File: config.mk
export PLATFORM = sky130hd
export DESIGN_NAME = dma_descriptor_dispatcher
export DESIGN_NICKNAME = d
export VERILOG_FILES = /design/src/rtl/dma_pkg.sv /design/src/rtl/dma_desc_fifo.sv /design/src/rtl/dma_descriptor_dispatcher.sv
export SDC_FILE = /design/constraint.sdc
export NUM_CORES = 1
export LEC_CHECK = 0
export BUFFER_PORTS_ARGS = -buffer_cell sky130_fd_sc_hd__buf_4
export CAP_MARGIN = 10
export CORE_ASPECT_RATIO = 2
export CORE_MARGIN = 1.5
export CORE_UTILIZATION = 30
export CTS_CLUSTER_DIAMETER = 40
export DETAILED_ROUTE_END_ITERATION = 7
export MAX_ROUTING_LAYER = met4
export PLACE_DENSITY_LB_ADDON = 0.1
export SLEW_MARGIN = 10
export SYNTH_ARGS = -nofsm -noshare
export SYNTH_HDL_FRONTEND = slang
export SYNTH_HIERARCHICAL = 1
export SYNTH_SLANG_ARGS = --single-unit
File: constraint.sdc
create_clock -name clk -period 12.85 [get_ports clk]
set_input_delay 2.57 -clock clk [delete_from_list [all_inputs] [get_ports clk]]
set_output_delay 2.57 -clock clk [all_outputs]
set_load 0.01 [all_outputs]
File: src/rtl/dma_pkg.sv
// Shared DMA types: descriptor, CSR control word, transfer mode and dispatcher state.
package dma_pkg;

  localparam int unsigned DMA_DESCRIPTOR_FIFO_DEPTH = 16;

  typedef enum logic [1:0] {
    STAND_BY    = 2'd0,
    HOST_TO_DDR = 2'd1,
    DDR_TO_HOST = 2'd2,
    DDR_TO_DDR  = 2'd3
  } e_dma_mode;

  typedef struct packed {
    logic [31:0] src_addr;
    logic [31:0] dest_addr;
    logic [23:0] length;
    e_dma_mode   mode;
  } t_dma_descriptor;

  typedef struct packed {
    logic stop_dispatcher;
    logic stop_descriptors;
    logic reset_dispatcher;
  } t_dma_csr_control;

  // Exported through the status CSR.
  typedef enum logic [2:0] {
    StIdle,
    StIssue,
    StWaitDone,
    StStopped,
    StResetting
  } e_dispatch_state;

  // Descriptors that move no data are dropped without reaching the engines.
  function automatic logic desc_is_discard(input t_dma_descriptor d);
    return (d.length == '0) || (d.mode == STAND_BY);
  endfunction

endpackage

File: src/rtl/dma_desc_fifo.sv
// Descriptor FIFO: power-of-2 depth, registered count/empty/full, head read from storage.
module dma_desc_fifo #(
  parameter int unsigned Width = 8,
  parameter int unsigned Depth = 16,
  localparam int unsigned AddrW = $clog2(Depth)
) (
  input  logic             clk,
  input  logic             reset_n,
  input  logic             flush,
  input  logic             push,
  input  logic [Width-1:0] wdata,
  input  logic             pop,
  output logic [Width-1:0] rdata,
  output logic [AddrW:0]   count,
  output logic             empty,
  output logic             full
);

  logic [Width-1:0] mem_q [Depth];
  logic [AddrW-1:0] wr_ptr_q, rd_ptr_q;
  logic [AddrW:0]   count_q, count_d;
  logic             empty_q, full_q;
  logic             do_push, do_pop;

  // A push into a full FIFO is only legal when the head leaves in the same cycle.
  assign do_pop  = pop & ~empty_q;
  assign do_push = push & (~full_q | do_pop);

  always_comb begin
    count_d = count_q;
    if (flush) begin
      count_d = '0;
    end else if (do_push && !do_pop) begin
      count_d = count_q + 1'b1;
    end else if (do_pop && !do_push) begin
      count_d = count_q - 1'b1;
    end
  end

  always_ff @(posedge clk or negedge reset_n) begin
    if (!reset_n) begin
      wr_ptr_q <= '0;
      rd_ptr_q <= '0;
      count_q  <= '0;
      empty_q  <= 1'b1;
      full_q   <= 1'b0;
    end else begin
      count_q <= count_d;
      empty_q <= (count_d == '0);
      full_q  <= (count_d == Depth[AddrW:0]);
      if (flush) begin
        wr_ptr_q <= '0;
        rd_ptr_q <= '0;
      end else begin
        if (do_push) wr_ptr_q <= wr_ptr_q + 1'b1;
        if (do_pop)  rd_ptr_q <= rd_ptr_q + 1'b1;
      end
    end
  end

  always_ff @(posedge clk) begin
    if (do_push && !flush) mem_q[wr_ptr_q] <= wdata;
  end

  assign rdata = mem_q[rd_ptr_q];
  assign count = count_q;
  assign empty = empty_q;
  assign full  = full_q;

endmodule

File: src/rtl/dma_descriptor_dispatcher.sv
// Queues CSR-built descriptors and hands them one at a time to the read/write engines.
module dma_descriptor_dispatcher
  import dma_pkg::*;
#(
  parameter int unsigned DEPTH = DMA_DESCRIPTOR_FIFO_DEPTH
) (
  input  logic                   clk,
  input  logic                   reset_n,
  input  t_dma_descriptor        csr_desc,
  input  logic                   csr_desc_wr,
  input  t_dma_csr_control       csr_ctrl,
  output t_dma_descriptor        desc_out,
  output logic                   desc_valid,
  input  logic                   desc_ready,
  input  logic                   engine_done,
  input  logic                   engine_busy,
  output logic [$clog2(DEPTH):0] desc_count,
  output logic                   fifo_empty,
  output logic                   fifo_full,
  output logic                   busy,
  output logic                   stopped,
  output logic                   resetting,
  output logic                   overflow_err
);

  localparam int unsigned DescW = $bits(t_dma_descriptor);

  e_dispatch_state state_q, state_d;
  t_dma_descriptor desc_q, desc_d, head;
  logic            valid_q, valid_d;
  logic            ovf_q, ovf_d;
  logic            push, pop, flush;
  logic            empty, full;
  logic [$clog2(DEPTH):0] count;

  assign flush = csr_ctrl.reset_dispatcher;
  assign push  = csr_desc_wr & ~flush & (state_q != StResetting);

  dma_desc_fifo #(
    .Width(DescW),
    .Depth(DEPTH)
  ) u_fifo (
    .clk    (clk),
    .reset_n(reset_n),
    .flush  (flush),
    .push   (push),
    .wdata  (csr_desc),
    .pop    (pop),
    .rdata  (head),
    .count  (count),
    .empty  (empty),
    .full   (full)
  );

  always_comb begin
    state_d = state_q;
    desc_d  = desc_q;
    valid_d = valid_q;
    pop     = 1'b0;
    if (csr_ctrl.reset_dispatcher) begin
      state_d = StResetting;
      valid_d = 1'b0;
    end else begin
      case (state_q)
        StIdle: begin
          if (csr_ctrl.stop_dispatcher) begin
            state_d = StStopped;
          end else if (!empty) begin
            state_d = StIssue;
            desc_d  = head;
            valid_d = ~desc_is_discard(head);
          end
        end
        StIssue: begin
          // valid_q low here means the head was judged discardable on entry.
          if (!valid_q) begin
            pop     = 1'b1;
            state_d = StIdle;
          end else if (desc_ready) begin
            pop     = 1'b1;
            valid_d = 1'b0;
            state_d = StWaitDone;
          end
        end
        StWaitDone: begin
          if (engine_done) begin
            state_d = (csr_ctrl.stop_dispatcher || csr_ctrl.stop_descriptors) ?
                      StStopped : StIdle;
          end
        end
        StStopped: begin
          if (!csr_ctrl.stop_dispatcher && !csr_ctrl.stop_descriptors) state_d = StIdle;
        end
        StResetting: begin
          if (!engine_busy) state_d = StIdle;
        end
        default: begin
          state_d = StIdle;
          valid_d = 1'b0;
        end
      endcase
    end
  end

  always_comb begin
    ovf_d = ovf_q;
    if (flush) begin
      ovf_d = 1'b0;
    end else if (csr_desc_wr && (state_q != StResetting) && full && !pop) begin
      ovf_d = 1'b1;
    end
  end

  always_ff @(posedge clk or negedge reset_n) begin
    if (!reset_n) begin
      state_q <= StIdle;
      desc_q  <= '0;
      valid_q <= 1'b0;
      ovf_q   <= 1'b0;
    end else begin
      state_q <= state_d;
      desc_q  <= desc_d;
      valid_q <= valid_d;
      ovf_q   <= ovf_d;
    end
  end

  assign desc_out     = desc_q;
  assign desc_valid   = valid_q;
  assign desc_count   = count;
  assign fifo_empty   = empty;
  assign fifo_full    = full;
  assign busy         = (state_q != StIdle) | ~empty;
  assign stopped      = (state_q == StStopped);
  assign resetting    = (state_q == StResetting);
  assign overflow_err = ovf_q;

endmodule

## After elaboration in Yosys (flattened, before gate mapping)

Memories as Yosys holds them, arrays and structs flattened.
Cells that the tools add are included.

- Flip-flop bits (word level): 110
- Bits in writable memories: 1440
- Memories: 1

Memory list:

| name | words | width | rd ports | clocked after Yosys merged registers in | wr ports | RTL line | RTL |
|---|---|---|---|---|---|---|---|
| u_fifo.mem_q | 16 | 90 | 1 | 0 | 1 | dma_desc_fifo.sv:19 | `logic [Width-1:0] mem_q [Depth];` |

- Add/sub/neg operators: 4
- Equality and inequality tests: 14
- Mux-type cells: 31
- Bitwise logic cells: 11
- Reduce and logical (&&, ||, !) cells: 27

Operators with widths:

| kind | number |
|---|---|
| logical NOT 24 bit | 1 |
| two-way mux 3 bit | 8 |
| two-way mux 4 bit | 4 |
| two-way mux 5 bit | 3 |
| != test 3 bit, second input constant | 5 |
| case mux 3 bit (5 select lines) | 1 |
| two-way mux 1 bit | 13 |
| adder 4 x 1 -> 4 bit, second input constant | 2 |
| != test 4 bit, second input constant | 2 |
| logical AND 1 bit | 7 |
| == test 3 x 2 -> 1 bit, second input constant | 2 |
| logical NOT 1 bit | 6 |
| nonzero test 2 bit | 3 |
| adder 5 x 1 -> 5 bit, second input constant | 1 |
| == test 5 bit, second input constant | 1 |
| logical NOT 5 bit | 1 |
| NOT 1 bit | 5 |
| AND reduction 5 bit | 1 |
| subtractor 5 x 1 -> 5 bit, second input constant | 1 |
| AND 1 bit | 4 |
| AND reduction 4 bit | 1 |
| == test 3 x 1 -> 1 bit, second input constant | 1 |
| == test 3 bit, second input constant | 1 |
| logical NOT 3 bit | 1 |
| 10 further kinds | 12 |

## Longest topological paths before layout

Gate-level depths: netlist (run 1).

- Depth in word-level cells: 13
- Mapped depth: 9
- Depth with buffers taken out: 8

## Cells and area by module

Netlist (run 1), hierarchy kept.

By module, submodules not included:

| module | instances | cells an instance | area each (sq um) | sequential area each (sq um) |
|---|---|---|---|---|
| dma_desc_fifo | 1 | 2103 | 54923.9 | 43618.1 |
| dma_descriptor_dispatcher | 1 | 248 | 3885.0 | 2377.3 |

## Worst setup path after synthesis (run 1)

OpenSTA, ideal clock, no wires.

- Path kind: input-to-reg
- From: in csr_ctrl[0] in the netlist's numbering
- To: mem u_fifo/mem_q[3][0] in the netlist's numbering, enable pin
- Data arrival time: 12.232 ns
- Slack: -0.142 ns
- Stages on the path: 4
- Path buffers: 0
- Path through: nor3b_1 a21boi_1 nand2_1 nor4_1

- Cells in the longest elaborated chain, start to end: 7

Ends and longest elaborated chain:

| item | RTL line | RTL |
|---|---|---|
| start, declared | dma_descriptor_dispatcher.sv:11 | `input t_dma_csr_control csr_ctrl,` |
| two-way mux 1 bit / NOT 1 bit (equally long branches) | -- |  |
| AND 1 bit (on tied branches) | dma_desc_fifo.sv:26, dma_descriptor_dispatcher.sv:37 |  |
| bitwise OR 1 bit / AND 1 bit (equally long branches) | dma_desc_fifo.sv:27, dma_descriptor_dispatcher.sv:37 |  |
| AND 1 bit | dma_desc_fifo.sv:27 | `assign do_push = push & (~full_q \| do_pop);` |
| logical AND 1 bit * | dma_desc_fifo.sv:62 | `if (do_push && !flush) mem_q[wr_ptr_q] <= wdata;` |
| two-way mux 1 bit * | dma_desc_fifo.sv:62 |  |
| two-way mux 1 bit (not written as such) * | dma_desc_fifo.sv:62 |  |
| end, declared | dma_desc_fifo.sv:19 |  |

Every way passes the cells marked *; elsewhere a longest branch is shown, timed or not.

## Worst setup path in the final report (run 1)

- From: in csr_ctrl[0] in the netlist's numbering
- To: mem u_fifo/mem_q[15][69] in the netlist's numbering, enable pin

- Cells in the longest elaborated chain, start to end: 7

Ends and longest elaborated chain:

| item | RTL line | RTL |
|---|---|---|
| NOT 1 bit (no line) | -- |  |
| AND 1 bit (2 in series) | dma_descriptor_dispatcher.sv:37 | `assign push = csr_desc_wr & ~flush & (state_q != StResetting);` |
| net push | dma_descriptor_dispatcher.sv:32 | `logic push, pop, flush;` |
| AND 1 bit | dma_desc_fifo.sv:27 |  |
| logical AND 1 bit | dma_desc_fifo.sv:62 |  |
| two-way mux 1 bit | dma_desc_fifo.sv:62 |  |
| two-way mux 1 bit (not written as such) | dma_desc_fifo.sv:62 |  |

The timed path passes the listed nets, and every way through them passes these cells.

==> metrics, run 1 <==
status finished, violations left; failing checks DRC; max cap viols 0; die width between 300 and 400 um; pre-CTS setup slack approximately 5.4 ns; DR WL/cell between 20 and 30 um; hpwl dp roughly 77,000 um; Area Overhead vs Synth 17.19%; Hold Startpoint desc_out[64]; Yosys warnings 6; die area ~0.2 sq mm; Bufs on Longest Clock Path 4; Synth Cell Area between 0.05 and 0.06 sq mm; Critical Path Sink u_fifo/mem_q[15][69]; layout cell share with drive strength beyond 1 38.51%; Cells after Synth 2,351; Post-synth top flop edfxtp_1; Layout Nets around 2,800; min setup slack post-route 6.349 ns; Peak VDD IR around 0.0001 V; GRT overflow 0; final WL 149,800 um; core area slightly below 0.2 sq mm; Crit Path Class input pin to flop; Leakage Power roughly 21 nW; Reg area 0.04601 sq mm; hold path depth 1; Util after Layout 35.42%; DR iter-0 viols about 1,700; DRT antenna net count 0; first-pass GRT wire length between 200,000 and 250,000 um; setup TNS 0 ns; # port buffers 200; Reg clk slew, reported paths about 0.060 ns; RSZ-0062 raised after global routing no; Hold Crit Class flop to flop; largest net degree at the start of global routing around 110; Post-CTS Setup Bufs 0; Placed Cells 5,020; most common cell after layout, fill and taps aside edfxtp_1; Post-synth EDFFs ~1,400; Reg2Reg Setup Slack between 7 and 8 ns; Routability Congestion slightly above 0.7; most frequent cells in the layout 1,440 x edfxtp_1, 450 x mux4_2, 232 x buf_4; CTS Buf Count around 170; number of hold buffers added after cts 0; DRC between 50 and 60; syn_area_per_cell around 25 sq um; cts repair resizes 0; Unique masters post-synth 50; routed vias/inst approximately 4.8; CP max FO 37; FFs w/ async S/R, synth under 10%; FMAX around 150 MHz; TritonRoute pass-1 iters 7; multi-input logic area approximately 0.012 sq mm; vias in the first global route 28,649; Worst Skew between 0.03 and 0.04 ns; Hold Vio Cnt, Final 0; total track usage between 15 and 20%; CP arrival 6.92 ns; Synthesized Nets 2,457; Clk Latency, worst-skew pair between 0.8 and 0.9 ns; CP required around 13 ns; initial antenna violation count 16; Slew Limit Fails 0; filler instances 17,645; worst rel slew slack 22.90%; row count about 230; DR vias between 20,000 and 30,000; worst reg2reg path depth 7; Pwr Density 160.8 mW/mm^2; worst reg2reg endpoint desc_out[38]; flops & latches, synth 1,550; clk sink count ~1,600; Worst Setup SP csr_ctrl[0]; # setup viols final 0; clock root buffer clkbuf_16; H-tree lvl count 4; overall power roughly 11 mW; Slew @ Worst Pin around 1.2 ns; chip height around 630 um; RR Startpoint u_fifo/rd_ptr_q[1]; minimum clock period 6.501 ns; Initial Util between 30% and 40%; Worst Setup End Kind flop; CTS tree yes; CP startpoint kind input pin; non-filler cells, final between 5,000 and 6,000; I/O pin total 201; sequential share of the synthesized area 78.21%; post-route clock period utilization 50.59%
flip-flops by register name (all words and copies together) (netlist names):
register / flops
u_fifo/count: 5
state_q: 3
desc_valid: 1
overflow_err: 1
desc_out: 90
u_fifo/empty: 1
u_fifo/full: 1
u_fifo/wr_ptr_q: 4
u_fifo/rd_ptr_q: 4
u_fifo/mem_q: 1440
per-stage QoR:
stage | instance area [sq um] | hold slack (ns)
floorplan | 58820 | 0.5305
finish | 68920 | 0.5047
detailed placement | 63390 | 0.4934
global route | 68910 | 0.5160
CTS | 68880 | 0.5059
global placement | 63390 | 0.4904
area by class of cell:
cell class | instances | share of cell area, %
clock buffer | 199 | 6.385
antenna | 14 | 0.05083
timing repair buffer | 243 | 2.834
clock inverter | 95 | 1.587
sequential | 1550 | 66.76
inverter | 8 | 0.04357
tap | 2541 | 4.613
multi-input combinational | 678 | 17.73
critical path: stages:
cell and delay, ns:
buf_4 0.22, nor3b_1 0.73, a21boi_1 0.66, nand3_1 0.28
nor2_4 0.91, buf_4 0.69, buf_4 0.74
cell usage after synthesis, types with 2 or more instances:
| cell type | number | share of area (%) |
|---|---|---|
| buf_1 | 13 | 0.083 |
| nand2_1 | 13 | 0.083 |
| a31oi_1 | 2 | 0.021 |
| nor3b_1 | 2 | 0.026 |
| nand2b_1 | 8 | 0.085 |
| nand3b_1 | 6 | 0.077 |
| clkbuf_1 | 45 | 0.29 |
| xor2_1 | 5 | 0.074 |
| inv_1 | 7 | 0.045 |
| nand4_1 | 3 | 0.032 |
| mux2i_1 | 2 | 0.034 |
| or3_1 | 2 | 0.021 |
| nor3_1 | 7 | 0.060 |
| mux2_2 | 81 | 1.6 |
| o22ai_1 | 2 | 0.021 |
| nor4_1 | 9 | 0.096 |
| ha_1 | 7 | 0.15 |
| o21bai_1 | 2 | 0.026 |
| or3b_2 | 2 | 0.030 |
| o21a_1 | 2 | 0.026 |
| dfrtp_1 | 109 | 4.6 |
| buf_6 | 32 | 0.61 |
| nor2b_1 | 6 | 0.064 |
| mux2_4 | 10 | 0.26 |
| edfxtp_1 | 1440 | 74 |
| buf_2 | 25 | 0.21 |
| a21oi_1 | 7 | 0.060 |
| o21ai_0 | 2 | 0.017 |
| nor2_1 | 27 | 0.17 |
| nand3_1 | 2 | 0.017 |
| xnor2_1 | 3 | 0.045 |
| mux4_2 | 450 | 17 |
kinds of logic after synthesis:
kind of cell | share of synthesized area, %
and+or+nand+nor | 0.9170
AOI/OAI and AO/OA | 0.2830
buffers and inverters | 1.247
muxes | 19.07
xor gates and xnor gates | 0.1191
DFF | 78.21
adders and majority gates | 0.1489
where the power goes:
group	internal (mW)	switching [mW]	leakage, nW
registers	5.62	0.0859	14.4
clock network	2.84	2.04	2.66
logic	0.252	0.244	4.32
total	8.71	2.37	21.4
routing by layer:
| layer | wire [um] | GRT usage, % | part of all wire (%) |
|---|---|---|---|
| met5 | 0 | - | 0 |
| met4 | 3311 | 3.950 | 2.2 |
| met3 | 6635 | 2.701 | 4.4 |
| met2 | 79790 | 27.10 | 53 |
| met1 | 60060 | 18.69 | 40 |
how the worst min path moves through the flow:
| stage | end | slack, ns |
|---|---|---|
| floorplan | overflow_err | 0.53 |
| detailed placement | overflow_err | 0.49 |
| finish | desc_out[64] | 0.50 |
| global route | overflow_err | 0.52 |
| global placement | desc_out[17] | 0.49 |
| CTS | overflow_err | 0.51 |
Note: power is estimated with default switching activity, not from simulation.
==> inputs of run 2 (changes only) <==
==> constraint.sdc (replaced) <==
create_clock -name clk -period 5.3 [get_ports clk]
set_input_delay 1.06 -clock clk [delete_from_list [all_inputs] [get_ports clk]]
set_output_delay 1.06 -clock clk [all_outputs]
set_load 0.01 [all_outputs]
==> run 2 against run 1 <==
  * The flow still finishes with violations (DRC)
  * Cell count is 1.4% higher
  * Clock power is 140% higher
  * Critical path depth stayed put
  * Worst hold slack worse by 0.27 ns
  * Sequential share of layout area is 0.97 points lower
  * Core utilization is 0.52 points higher
  * Setup slack worse by 5.4 ns
  * Total power is 140% higher
  * Non-clock buffer count is 69 higher
  * First-iteration DRC count is 15% higher
  * Critical endpoint is now desc_valid
  * Largest cell class unchanged
  * Highest routed layer unchanged
==> metrics, run 2 (synthesis gave the netlist of run 1 again) <==
die width roughly 320 um; Post-CTS Setup Bufs 0; Clk pwr share a little over two fifths; CP max FO 37; max reg flops ~1,400; # port buffers 200; most common cell after layout, fill and taps aside edfxtp_1; Crit Path Class flop to flop; TritonRoute pass-1 iters 7; # setup viols final 0; clock root buffer clkbuf_16; setup TNS 0 ns; Net Sw Power between 5 and 6 mW; status finished, violations left; first-pass GRT wire length between 200,000 and 250,000 um; Placed Cells 5,089; I/O pin total 201; largest net degree at the start of global routing between 100 and 150; DR iter-0 viols 1,912; Layout Nets roughly 2,800; CTS Buf Count around 170; Slew @ Worst Pin a little over 1 ns; max cap viols 0; clk sink count ~1,600; non-filler cells, final about 5,400; Hold Crit Class input pin to asynchronous set/reset pin; worst rel slew slack about a third; chip height between 600 and 700 um; CTS tree yes; Util after Layout a little over a third; Routability Congestion between 0.7 and 0.8; cts repair resizes 0; Seq pwr share between 50 and 60%; Pint approximately 21 mW; row count around 230; filler instances around 18,000; Bufs on Longest Clock Path 4; number of hold buffers added after cts 0; Pwr Density 384.0 mW/mm^2; Top reg by flops u_fifo/mem_q; CP arrival about 5 ns; final WL roughly 160,000 um; sw frac between 20% and 30%; Hold Vio Cnt, Final 0; layout cell share with drive strength beyond 1 approximately two fifths; RSZ-0062 raised after global routing no; Peak VDD IR ~0.00021 V; minimum clock period around 4.3 ns; DR WL/cell 29.91 um; core area 0.1946 sq mm; hpwl dp slightly below 100,000 um; overall power ~27 mW; Leakage Power about 22 nW; Worst Skew around 0.033 ns; Worst Setup End Kind flop; DR vias 26,315; Clk Latency, worst-skew pair approximately 0.80 ns; H-tree lvl count 4; DRT antenna net count 0; most frequent cells in the layout 1,440 x edfxtp_1, 450 x mux4_2, 262 x buf_4; vias in the first global route 28,875; DRC 69; total track usage between 10% and 20%; GRT overflow 0; Initial Util 30.23%; initial antenna violation count 19; FMAX approximately 230 MHz; die area 0.1989 sq mm; Area Overhead vs Synth 18.93%; Reg clk slew, reported paths about 0.060 ns; Slew Limit Fails 0; CP startpoint kind flop; Combinational Power Share under 10%; post-route clock period utilization between 80% and 90%; routed vias/inst 4.870; failing checks DRC; CP required roughly 5.9 ns
run 2: changes by cell type in the layout (fill, tap and decap cells not counted), moves of 6 or more:
cell and delta:
buf_12 +39, buf_4 +30, bufinv_16 -7, clkbuf_1 +16
clkbuf_16 +8, inv_6 -6
run 2: worst paths after layout:
path                                    startpoint         endpoint  slack, ns  cells past startpoint
worst max-delay path            u_fifo/rd_ptr_q[0]       desc_valid       0.95                      7
worst min-delay path                       reset_n  u_fifo/count[1]       0.23                      1
worst max register to register  u_fifo/rd_ptr_q[0]       desc_valid       0.95                      7
worst min register to register        desc_out[13]     desc_out[13]       0.51                      1
max in group asynchronous                  reset_n     desc_out[31]       3.95                      2
min in group clk                      desc_out[13]     desc_out[13]       0.51                      1
run 2: through the flow:
stage / hold WS [ns] / setup slack, ns / area [sq um]
floorplan: 0.5305 / -0.9826 / 58860
global placement: 0.4879 / 0.6928 / 64420
detailed placement: 0.4948 / 0.7006 / 64420
CTS: 0.2159 / 0.7259 / 69900
global route: 0.2346 / 0.7422 / 69930
finish: 0.2313 / 0.9518 / 69940
run 2: routing by layer:
| metal | global-route usage [%] | up-vias | part of all wire, % |
|---|---|---|---|
| met3 | 2.434 | 211 | 4.2 |
| met1 | 20.37 | 14610 | 40 |
| met2 | 29.70 | 597 | 54 |
| met5 | - | - | 0 |
| li1 | - | 10897 | - |
| met4 | 3.955 | 0 | 2.1 |
run 2: power by group through the flow:
| stage | clock, mW | combinational (mW) | sequential, mW |
|---|---|---|---|
| global route | 12.6 | 1.34 | 13.9 |
| floorplan | 0 | 0.363 | 14.1 |
| CTS | 12.1 | 1.27 | 13.9 |
| detailed placement | 0 | 1.27 | 14.1 |
| global placement | 0 | 1.25 | 14.1 |
| finish | 11.8 | 1.23 | 13.9 |
run 2: critical path, stage by stage (launching register included):
cell,delay [ns]
dfrtp_4,0.99
buf_12,0.33
mux4_2,0.60
mux4_2,0.53
nor4_1,0.82
nand4_1,0.42
o221ai_1,0.34
a31oi_1,0.13
run 2: layout make-up:
type / instances / area, sq um / area share, %
inverter: 8 / 30.03 / 0.04294
clock buffer: 223 / 4661 / 6.664
multi-input combinational: 678 / 12250 / 17.51
sequential: 1550 / 46010 / 65.79
timing repair buffer: 312 / 2959 / 4.231
clock inverter: 77 / 817.0 / 1.168
antenna: 15 / 37.54 / 0.05367
tap: 2541 / 3179 / 4.546
